===== src/rtl/fc1_reader_pkg.sv =====
// fc1_reader_pkg: shared sizes, FSM encoding and address helper for the FC first-layer window reader
//   Bit_width  default data lane width
//   RAM_Depth  default number of entries in the FC first-layer data RAM
//   WIN_LANES  lanes per window (5)
//   NUM_WIN    windows per pass, ceil(RAM_Depth / WIN_LANES) = 7
//   state_t    IDLE / READ / VALID
package fc1_reader_pkg;
   localparam int Bit_width = 16;
   localparam int RAM_Depth = 32;
   localparam int WIN_LANES = 5;
   localparam int NUM_WIN   = (RAM_Depth + WIN_LANES - 1) / WIN_LANES;
   localparam int IDX_W     = 3;
   localparam int ADDR_W    = 5;
   typedef enum logic [1:0] {IDLE, READ, VALID} state_t;
   // index*5 as shift-add, avoids a multiplier
   function automatic logic [ADDR_W-1:0] times5(input logic [IDX_W-1:0] i);
      return ({2'b00, i} << 2) + {2'b00, i};
   endfunction
endpackage


===== src/rtl/fc1_win_counter.sv =====
// fc1_win_counter: window index register with shift-add base address, next base and last-window flag
//   clk, rst_n  clock, asynchronous active-low reset
//   clr         clear index to 0 (wins over inc)
//   inc         advance to the next window
//   index       current window index
//   base        5*index
//   next_base   5*(index+1)
//   last        index is the final window of the pass
module fc1_win_counter
   import fc1_reader_pkg::*;
#(
   parameter int LAST = NUM_WIN - 1
) (
   input  logic              clk,
   input  logic              rst_n,
   input  logic              clr,
   input  logic              inc,
   output logic [IDX_W-1:0]  index,
   output logic [ADDR_W-1:0] base,
   output logic [ADDR_W-1:0] next_base,
   output logic              last
);
   always_ff @(posedge clk or negedge rst_n)
      if (!rst_n) index <= '0;
      else if (clr) index <= '0;
      else if (inc) index <= index + 1'b1;
   assign base      = times5(index);
   assign next_base = base + ADDR_W'(WIN_LANES);
   assign last      = (index == IDX_W'(LAST));
endmodule


===== src/rtl/fc_1st_window_reader.sv =====
// fc_1st_window_reader: walks the FC first-layer RAM in 5-lane windows and hands them to the MAC
//   CLK, RST_N           clock, asynchronous active-low reset
//   Start                one-cycle pulse that begins a pass (ignored unless idle)
//   Busy, Done           pass in progress / one-cycle pulse after the last window is accepted
//   Read_Enable          RAM read strobe (RAM samples on negedge CLK)
//   Read_Width           RAM window base address
//   ram_data_0..4        RAM window lanes, valid at the posedge after the strobe
//   win_data_0..4        registered window to the MAC
//   win_valid/win_ready  window handshake
//   win_index, win_last  index of the presented window / final window flag
// Optional macro FC1_READER_PREFETCH_EN: on a non-last handshake the next window is read
// combinationally in the same cycle, giving one window per cycle. Without it Read_Enable is
// registered and each window takes a READ cycle plus a VALID cycle.
module fc_1st_window_reader #(
   parameter int Bit_width = fc1_reader_pkg::Bit_width,
   parameter int RAM_Depth = fc1_reader_pkg::RAM_Depth
) (
   input  logic                        CLK,
   input  logic                        RST_N,
   input  logic                        Start,
   output logic                        Busy,
   output logic                        Done,
   output logic                        Read_Enable,
   output logic [4:0]                  Read_Width,
   input  logic signed [Bit_width-1:0] ram_data_0,
   input  logic signed [Bit_width-1:0] ram_data_1,
   input  logic signed [Bit_width-1:0] ram_data_2,
   input  logic signed [Bit_width-1:0] ram_data_3,
   input  logic signed [Bit_width-1:0] ram_data_4,
   output logic signed [Bit_width-1:0] win_data_0,
   output logic signed [Bit_width-1:0] win_data_1,
   output logic signed [Bit_width-1:0] win_data_2,
   output logic signed [Bit_width-1:0] win_data_3,
   output logic signed [Bit_width-1:0] win_data_4,
   output logic                        win_valid,
   input  logic                        win_ready,
   output logic [2:0]                  win_index,
   output logic                        win_last
);
   import fc1_reader_pkg::*;
   localparam int LAST = (RAM_Depth + WIN_LANES - 1) / WIN_LANES - 1;
   state_t state, nxt;
   logic load, clr, inc, done_d, last;
   logic [IDX_W-1:0] index;
   logic [ADDR_W-1:0] base, next_base;
   // index is also cleared on the last handshake, so it is always 0 while idle
   fc1_win_counter #(.LAST(LAST)) u_cnt (
      .clk(CLK), .rst_n(RST_N), .clr(clr), .inc(inc),
      .index(index), .base(base), .next_base(next_base), .last(last)
   );
   always_ff @(posedge CLK or negedge RST_N)
      if (!RST_N) state <= IDLE;
      else state <= nxt;
   always_comb begin
      nxt    = state;
      load   = 1'b0;
      clr    = 1'b0;
      inc    = 1'b0;
      done_d = 1'b0;
      case (state)
         IDLE:  if (Start) begin
                   nxt = READ;
                   clr = 1'b1;
                end
         READ:  begin
                   nxt  = VALID;
                   load = 1'b1;
                end
         VALID: if (win_ready) begin
                   clr    = last;
                   inc    = ~last;
                   done_d = last;
`ifdef FC1_READER_PREFETCH_EN
                   nxt    = last ? IDLE : VALID;
                   load   = ~last;
`else
                   nxt    = last ? IDLE : READ;
`endif
                end
         default: nxt = IDLE;
      endcase
   end
`ifdef FC1_READER_PREFETCH_EN
   assign Read_Enable = (state == READ) | ((state == VALID) & win_ready & ~last);
   assign Read_Width  = (state == READ) ? base : (Read_Enable ? next_base : '0);
`else
   logic re_q;
   logic [ADDR_W-1:0] rw_q;
   // strobe and address are staged one cycle ahead so they are clean register outputs in READ
   always_ff @(posedge CLK or negedge RST_N)
      if (!RST_N) begin
         re_q <= 1'b0;
         rw_q <= '0;
      end else begin
         re_q <= (nxt == READ);
         rw_q <= (nxt == READ) ? ((state == VALID) ? next_base : base) : '0;
      end
   assign Read_Enable = re_q;
   assign Read_Width  = rw_q;
`endif
   always_ff @(posedge CLK or negedge RST_N)
      if (!RST_N) begin
         Done       <= 1'b0;
         win_data_0 <= '0;
         win_data_1 <= '0;
         win_data_2 <= '0;
         win_data_3 <= '0;
         win_data_4 <= '0;
      end else begin
         Done <= done_d;
         if (load) begin
            win_data_0 <= ram_data_0;
            win_data_1 <= ram_data_1;
            win_data_2 <= ram_data_2;
            win_data_3 <= ram_data_3;
            win_data_4 <= ram_data_4;
         end
      end
   assign Busy      = (state != IDLE);
   assign win_valid = (state == VALID);
   assign win_index = index;
   assign win_last  = win_valid & last;
endmodule


===== config.mk =====
export PLATFORM = sky130hd
export DESIGN_NAME = fc_1st_window_reader
export DESIGN_NICKNAME = d
export VERILOG_FILES = /design/src/rtl/fc1_reader_pkg.sv /design/src/rtl/fc1_win_counter.sv /design/src/rtl/fc_1st_window_reader.sv
export SDC_FILE = /design/constraint.sdc
export NUM_CORES = 1
export LEC_CHECK = 0
export CAP_MARGIN = 25
export CORE_UTILIZATION = 40
export DETAILED_ROUTE_END_ITERATION = 10
export MAX_ROUTING_LAYER = met4
export PLACE_DENSITY = 0.79
export SLEW_MARGIN = 20
export SYNTH_ARGS = -nofsm -noshare
export SYNTH_HDL_FRONTEND = slang
export SYNTH_SLANG_ARGS = --single-unit

===== constraint.sdc =====
create_clock -name CLK -period 5 [get_ports CLK]
set_clock_uncertainty 0.05 [all_clocks]
set_input_delay 0.5 -clock CLK [delete_from_list [all_inputs] [get_ports CLK]]
set_output_delay 0.5 -clock CLK [all_outputs]
set_load 0.1 [all_outputs]

==> flow_metrics.tcl, run 1 <==
set metrics [dict create \
    grt_overflow 0 \
    clock-sinks 92 \
    maxCapViolations 0 \
    grt_usage 0.186 \
    first_pass_iters 4 \
    synth_commonest_cells "dfrtp_1, mux2_2, buf_6" \
    final_nets 500 \
    die_h_um 97.4 \
    clk_pin_slew_worst_paths_ns 0.09 \
    cts_hold_buf 0 \
    numCtsBuffers 9 \
    fmax_mhz 327 \
    cp_max_fo 9 \
    drive_gt1_frac 0.228 \
    diodes 0 \
    synth.area.top_cells "dfrtp_1, mux2_2, buf_6" \
    synth_area_per_cell_sq_um 15.6 \
    hold_path.class "in -> async" \
    cts-root-buf "clkbuf_8" \
    cp_cell_sequence "inv_1 -> ha_1 -> nand2_1 -> nor2_1 -> clkdlybuf4s50_1" \
    synth_area_sq_um 3640 \
    drtIter0Drc 62 \
    wl_per_cell_um 15.5 \
    io_pins 177 \
    min_period_ns 3.06 \
    arrival_ns 2.51 \
    setup_viol 0 \
    yosys_warnings 0 \
    rsz0062_at_grt "false" \
    grt_pass1_wl_um 13600 \
    worst_ep_required_time_ns 4.45 \
    ctsResizeCount 0 \
    synthToLayoutAreaGrowth_pct 56.0 \
    yosysTopAreaCell "dfrtp_1" \
    initial_core_util 0.415 \
    vias 2523 \
    hold_viol_final 0 \
    antenna_left 0 \
    postCtsSetupBuffers 0 \
    critPathLaunchType "register" \
    dp_hpwl_um 6050 \
    htree_levels 3 \
    cpPeakStageDelay_ns 1.15 \
    outcome "finished clean" \
    dieWidth_um 97.4 \
    synthDistinctLibCells 32 \
    maxSlewHeadroom 0.330 \
    min_period_over_period 0.612 \
    ys_seq_elements 92 \
    synth-edff-count 0 \
    synth_nets 321 \
    drc 0 \
    synth_top_area_share 0.633 \
    async_reset_ff_frac 1.00 \
    clock_latency_ns 0.34 \
    yosysSeqAreaShare 0.633 \
    grt_pass1_vias 2720 \
    path_class "reg -> out" \
    fp.dieArea_sq_um 9480 \
    antenna_found_initial 0 \
    synth_cells 233 \
    io_buffers 176 \
    rows 34 \
    ys.flop_type "dfrtp_1" \
    core_area_sq_um 8760 \
    via_per_inst 4.81 \
    cts_tree "yes" \
    cp_slowest_cell "clkdlybuf4s50_1" \
    wl_um 8150 \
    cts_buffer_depth 2 \
    reg2reg_slack_ns 3.04 \
    gp_congestion 0.805 \
    critPathCaptureType "output pin" \
    slew_violations 0 \
    grt_max_degree 82 \
    setup_tns_ns 0 \
    worst_slew_pin_slew_ns 1.00 \
    yosys.cell_count.top_type "dfrtp_1" \
]
==> final timing paths <==
kind	startpoint	end	depth (start not counted)
min	RST_N	win_data_1[10]	1
min reg2reg	win_data_1[9]	win_data_1[9]	1
min in group CLK	win_data_1[9]	win_data_1[9]	1
max in group asynchronous	RST_N	win_data_3[12]	2
max reg2reg	state[1]	win_data_4[15]	4
max	u_cnt.index[0]	win_last	5
==> logic make-up after synthesis <==
| group | after synthesis | share of synthesized area |
|---|---|---|
| compound gates | 15 | 0.0254 |
| xor+xnor | 3 | 0.00722 |
| fa+ha+maj | 4 | 0.0138 |
| buf+inv | 15 | 0.0330 |
| flops | 92 | 0.633 |
| mux | 81 | 0.250 |
| simple gates | 23 | 0.0378 |
==> worst max-delay path: cells and delay by family, from the launching register on <==
kind                     cells  cell delay, ns
adder cells (fa/ha/maj)      1            0.16
AND/OR/NAND/NOR              2            0.25
flip-flops                   1            0.49
buffers and inverters        2            1.26
==> layout by cell type, fill, tap and decap left out, types with 2 or more instances in the layout <==
cell / synthesis / layout
nor2b_1: 2 / 2
o21ai_0: 6 / 6
nor2_1: 7 / 7
buf_4: 1 / 2
clkdlybuf4s50_1: 0 / 175
nor3_1: 2 / 2
ha_1: 4 / 4
xnor2_1: 2 / 2
mux2_2: 73 / 73
a21oi_1: 2 / 2
a31oi_1: 2 / 2
nand2_1: 3 / 3
mux2_1: 7 / 7
clkinv_4: 0 / 3
clkbuf_8: 0 / 10
dfrtp_1: 92 / 92
inv_1: 5 / 5
==> routing by layer <==
metal,track usage,wire [um]
met5,-,0
met4,0.0339,57
met3,0.0561,554
met2,0.301,4070
met1,0.234,3470
==> layout make-up <==
cell class / count / area (sq um)
clock buffer: 10 / 138
inverter: 5 / 18.8
clock inverter: 6 / 72.6
fill: 677 / 3090
sequential: 92 / 2300
timing repair buffer: 178 / 1790
multi-input combinational: 126 / 1220
tap: 108 / 135
==> flip-flops by register name, indices dropped and copies added, names as in the netlist <==
register,flops
win_data_0,16
win_data_1,16
win_data_2,16
win_data_3,16
win_data_4,16
Read_Width,5
u_cnt.index,3
state,2
Done,1
Read_Enable,1
==> per-stage QoR <==
stage	hold slack (ns)	setup slack, ns	cells	instance area [sq um]	utilization
after global routing	0.0609	1.79	525	5680	0.648
after global placement	0.423	2.34	508	5440	0.621
after floorplan	0.154	1.73	233	3640	-
final	0.0425	1.94	525	5680	0.648
after CTS	0.0550	1.93	524	5650	0.645
after detailed placement	0.431	2.33	508	5440	0.621
Power of run 1 is not shown: default switching activity piles up to over one toggle a cycle in this logic, so the estimate is an artifact.
==> run 2: changes to the inputs <==
- CORE_UTILIZATION: 40 -> 37
- PLACE_DENSITY: 0.79 -> 0.77
- clock period: 5 -> 2.8 ns (I/O delays scaled with it)
==> run 2 against run 1 <==
- sequential cell count did not move
- hold slack improved by 0.38 ns
- highest routed layer unchanged
- via count fell by 0.36%
- routed wire length fell by 1.5%
- largest cell class unchanged
- register-to-register slack got worse by 2.2 ns
==> flow_metrics.tcl, run 2 (synthesis gave the netlist of run 1 again) <==
set metrics [dict create \
    critPathLaunchType "register" \
    antenna_left 0 \
    grt_pass1_vias 2592 \
    crit_end "win_last" \
    path_class "reg -> out" \
    cts_hold_buf 1 \
    crit_path_start "u_cnt.index[0]" \
    numCtsBuffers 9 \
    fmax_mhz 500 \
    mostFrequentLayoutCells "buf_4, dfrtp_1, clkdlybuf4s50_1" \
    cp_max_fo 9 \
    maxSlewHeadroom 0.609 \
    fin_hold_ws_ns 0.423 \
    die_h_um 101 \
    final_nets 501 \
    r2r_cells 4 \
    drtIter0Drc 37 \
    arrival_ns 1.67 \
    min_period_ns 2.00 \
    diodes 0 \
    vias 2514 \
    fp.dieArea_sq_um 10200 \
    grt_usage 0.158 \
    worst_ep_required_time_ns 2.47 \
    grt_pass1_wl_um 12000 \
    io_buffers 176 \
    gp_congestion 0.809 \
    ctsResizeCount 0 \
    drive_gt1_frac 0.451 \
    reg2reg_to "win_data_2[9]" \
    min_period_over_period 0.714 \
    maxCapViolations 0 \
    core_area_sq_um 9370 \
    synthToLayoutAreaGrowth_pct 51.1 \
    worst_slew_pin_slew_ns 0.586 \
    postCtsSetupBuffers 0 \
    setup_tns_ns 0 \
    slew_violations 0 \
    final_common_cell "buf_4" \
    io_pins 177 \
    drc 0 \
    rsz0062_at_grt "false" \
    clock_latency_ns 0.34 \
    htree_levels 3 \
    dieWidth_um 101 \
    reg2reg_slack_ns 0.81 \
    hold_viol_final 0 \
    clk_pin_slew_worst_paths_ns 0.09 \
    wl_per_cell_um 14.7 \
    hold_path.class "in -> async" \
    antenna_found_initial 0 \
    cts-root-buf "clkbuf_8" \
    cts_buffer_depth 2 \
    area.sequential_sq_um 2300 \
    critPathCaptureType "output pin" \
    wl_um 8030 \
    r2r_start "state[1]" \
    clock-sinks 92 \
    grt_overflow 0 \
    multi_input_area_sq_um 1220 \
    cts_tree "yes" \
    grt_max_degree 56 \
    rows 35 \
    outcome "finished clean" \
    dp_hpwl_um 5940 \
    via_per_inst 4.60 \
    nFillCells 799 \
    first_pass_iters 4 \
    setup_viol 0 \
    initial_core_util 0.388 \
]
[run 2: worst min-delay path by stage]
stage / startpoint / end / slack [ns] / cells past startpoint
floorplan: RST_N / Done / -0.07 / 0
global placement: RST_N / win_data_1[0] / 0.26 / 1
detailed placement: RST_N / win_data_2[10] / 0.27 / 1
CTS: RST_N / win_data_1[0] / 0.43 / 2
global route: ram_data_1[5] / win_data_1[5] / 0.46 / 2
finish: RST_N / win_data_2[10] / 0.42 / 2
[run 2: cell type report]
cell class                 count  share of cell area
sequential                    92               0.419
timing repair buffer         179               0.287
multi-input combinational    126               0.222
tap                          129              0.0293
clock buffer                  10              0.0250
clock inverter                 5              0.0152
inverter                       5             0.00341
[run 2: critical path, cell delays in order (launching register included)]
cell and delay [ns]:
dfrtp_1 0.50, inv_1 0.10, ha_1 0.16, nand2_1 0.14, nor2_2 0.12, buf_4 0.29
[run 2: routing by layer]
metal | vias up | track usage | part of all wire | routed length [um]
met5 | - | - | 0 | 0
met4 | 0 | 0.0502 | 0.015 | 123
li1 | 1172 | - | - | -
met2 | 123 | 0.256 | 0.47 | 3780
met3 | 11 | 0.0545 | 0.095 | 766
met1 | 1208 | 0.185 | 0.42 | 3360
[run 2: through the flow]
step / setup WS, ns / instance area (sq um) / std cells / utilization
after global routing: 0.692 / 5500 / 546 / 0.587
after floorplan: 0.207 / 3640 / 233 / -
after detailed placement: 0.832 / 5270 / 530 / 0.562
final: 0.800 / 5500 / 546 / 0.587
after global placement: 0.845 / 5270 / 530 / 0.562
after CTS: 0.773 / 5500 / 546 / 0.587
Power of run 2 is left out for the same reason.
==> run 3: changes to the inputs <==
- clock period: 2.8 -> 1.6 ns (I/O delays scaled with it)
==> run 3 against run 2 <==
- the run now ends with negative setup slack left
- via count rose by 5.7%
- die area unchanged
- global-route usage grew 3.9 points
- routed wire length grew 19%
- setup slack worse by 0.89 ns
- design area up 28%
- utilization rose by 16 points
- critical path depth stayed put
- sequential share of layout area decreased by 8.9 points
- register-to-register slack got worse by 0.90 ns
- sequential cell count did not move
==> flow_metrics.tcl, run 3 (synthesis gave the netlist of run 1 again) <==
set metrics [dict create \
    nFillCells 611 \
    critPathLaunchType "register" \
    r2r_start "u_cnt.index[0]" \
    wl_um 9550 \
    path_class "reg -> reg" \
    core_area_sq_um 9370 \
    cts_tree "yes" \
    gp_congestion 0.839 \
    antenna_found_initial 0 \
    fin_hold_ws_ns 0.290 \
    hold_path.class "in -> async" \
    final_common_cell "buf_12" \
    cts_buffer_depth 2 \
    cts-root-buf "clkbuf_8" \
    fmax_mhz 590 \
    setup_tns_ns -0.230 \
    io_buffers 176 \
    die_h_um 101 \
    hold_viol_final 0 \
    via_per_inst 4.72 \
    grt_pass1_wl_um 14700 \
    reg2reg_to "Read_Width[3]" \
    arrival_ns 1.90 \
    clock_latency_ns 0.34 \
    cp_num_buf_inv 1 \
    cpPeakStageDelay_ns 0.49 \
    violations "negative setup slack" \
    slew_violations 0 \
    first_pass_iters 4 \
    r2r_cells 5 \
    met3_length_um 563 \
    min_period_ns 1.69 \
    min_period_over_period 1.06 \
    io_pins 177 \
    top_layer "met4" \
    rows 35 \
    diodes 0 \
    drc 0 \
    wl_met1_um 3640 \
    grt_max_degree 44 \
    final_util 0.749 \
    worst_ep_required_time_ns 1.81 \
    critPathCaptureType "register" \
    grt_overflow 0 \
    cp_max_fo 4 \
    numCtsBuffers 9 \
    antenna_left 0 \
    wl_per_cell_um 17.0 \
    outcome "finished with violations" \
    cpLargestDelayFamily "flip-flops" \
    drtIter0Drc 88 \
    grt_pass1_vias 2942 \
    dp.cells 539 \
    worst_slew_pin_slew_ns 0.504 \
    dp_hpwl_um 7190 \
    cp_slowest_cell "dfrtp_4" \
    cp_cell_sequence "buf_4 -> ha_4 -> ha_4 -> or3_1 -> a211oi_2" \
    drive_gt1_frac 0.518 \
    clk_pin_slew_worst_paths_ns 0.09 \
    synthToLayoutAreaGrowth_pct 92.8 \
    vias 2658 \
    fin_ws_ns -0.0940 \
    rsz0062_at_grt "true" \
    maxSlewHeadroom 0.664 \
    initial_core_util 0.388 \
    cpMostUsedCell "ha_4" \
    setup_viol 3 \
    clock-sinks 92 \
    final_nets 517 \
    grt_usage 0.197 \
    fin_cells 563 \
    dieWidth_um 101 \
    reg2reg_slack_ns -0.09 \
    wl_met2_um 5250 \
    htree_levels 3 \
    mostFrequentLayoutCells "buf_12, dfrtp_1, clkdlybuf4s50_1" \
    maxCapViolations 0 \
    fp.dieArea_sq_um 10200 \
]
[run 3: per-stage QoR]
step,setup WS [ns],cell area (sq um)
global placement,0.0618,6580
finish,-0.0940,7020
floorplan,-0.113,3700
CTS,-0.118,6930
detailed placement,0.00402,6580
global route,-0.151,7020
[run 3: how the worst max path moves through the flow]
| stage | startpoint | endpoint | cells after the start |
|---|---|---|---|
| finish | u_cnt.index[0] | Read_Width[3] | 5 |
| global route | u_cnt.index[0] | win_last | 6 |
| CTS | u_cnt.index[0] | win_last | 6 |
| detailed placement | u_cnt.index[0] | Read_Width[4] | 5 |
| global placement | u_cnt.index[0] | Read_Width[3] | 4 |
| floorplan | u_cnt.index[0] | win_last | 4 |
[run 3: layer usage]
layer | track usage | vias to the layer above
met5 | - | -
met4 | 0.0513 | 0
met3 | 0.0476 | 11
met2 | 0.347 | 106
met1 | 0.223 | 1336
li1 | - | 1205
[run 3: area by class of cell]
cell class,instances,area (sq um),area share
multi-input combinational,126,1350,0.193
clock inverter,3,90.1,0.0128
inverter,5,25.0,0.00357
clock buffer,13,179,0.0255
tap,129,161,0.0230
sequential,92,2310,0.330
timing repair buffer,195,2900,0.413
[run 3: what timing repair did]
item | in CTS | in global routing
endpoints found under the hold margin | 33 | 0
resized for setup | 10 | 14
pin swaps | 3 | 1
hold buffers | 1 | 0
endpoints found under the setup margin | 4 | 10
setup buffers | 5 | 2
Power of run 3 is left out for the same reason.
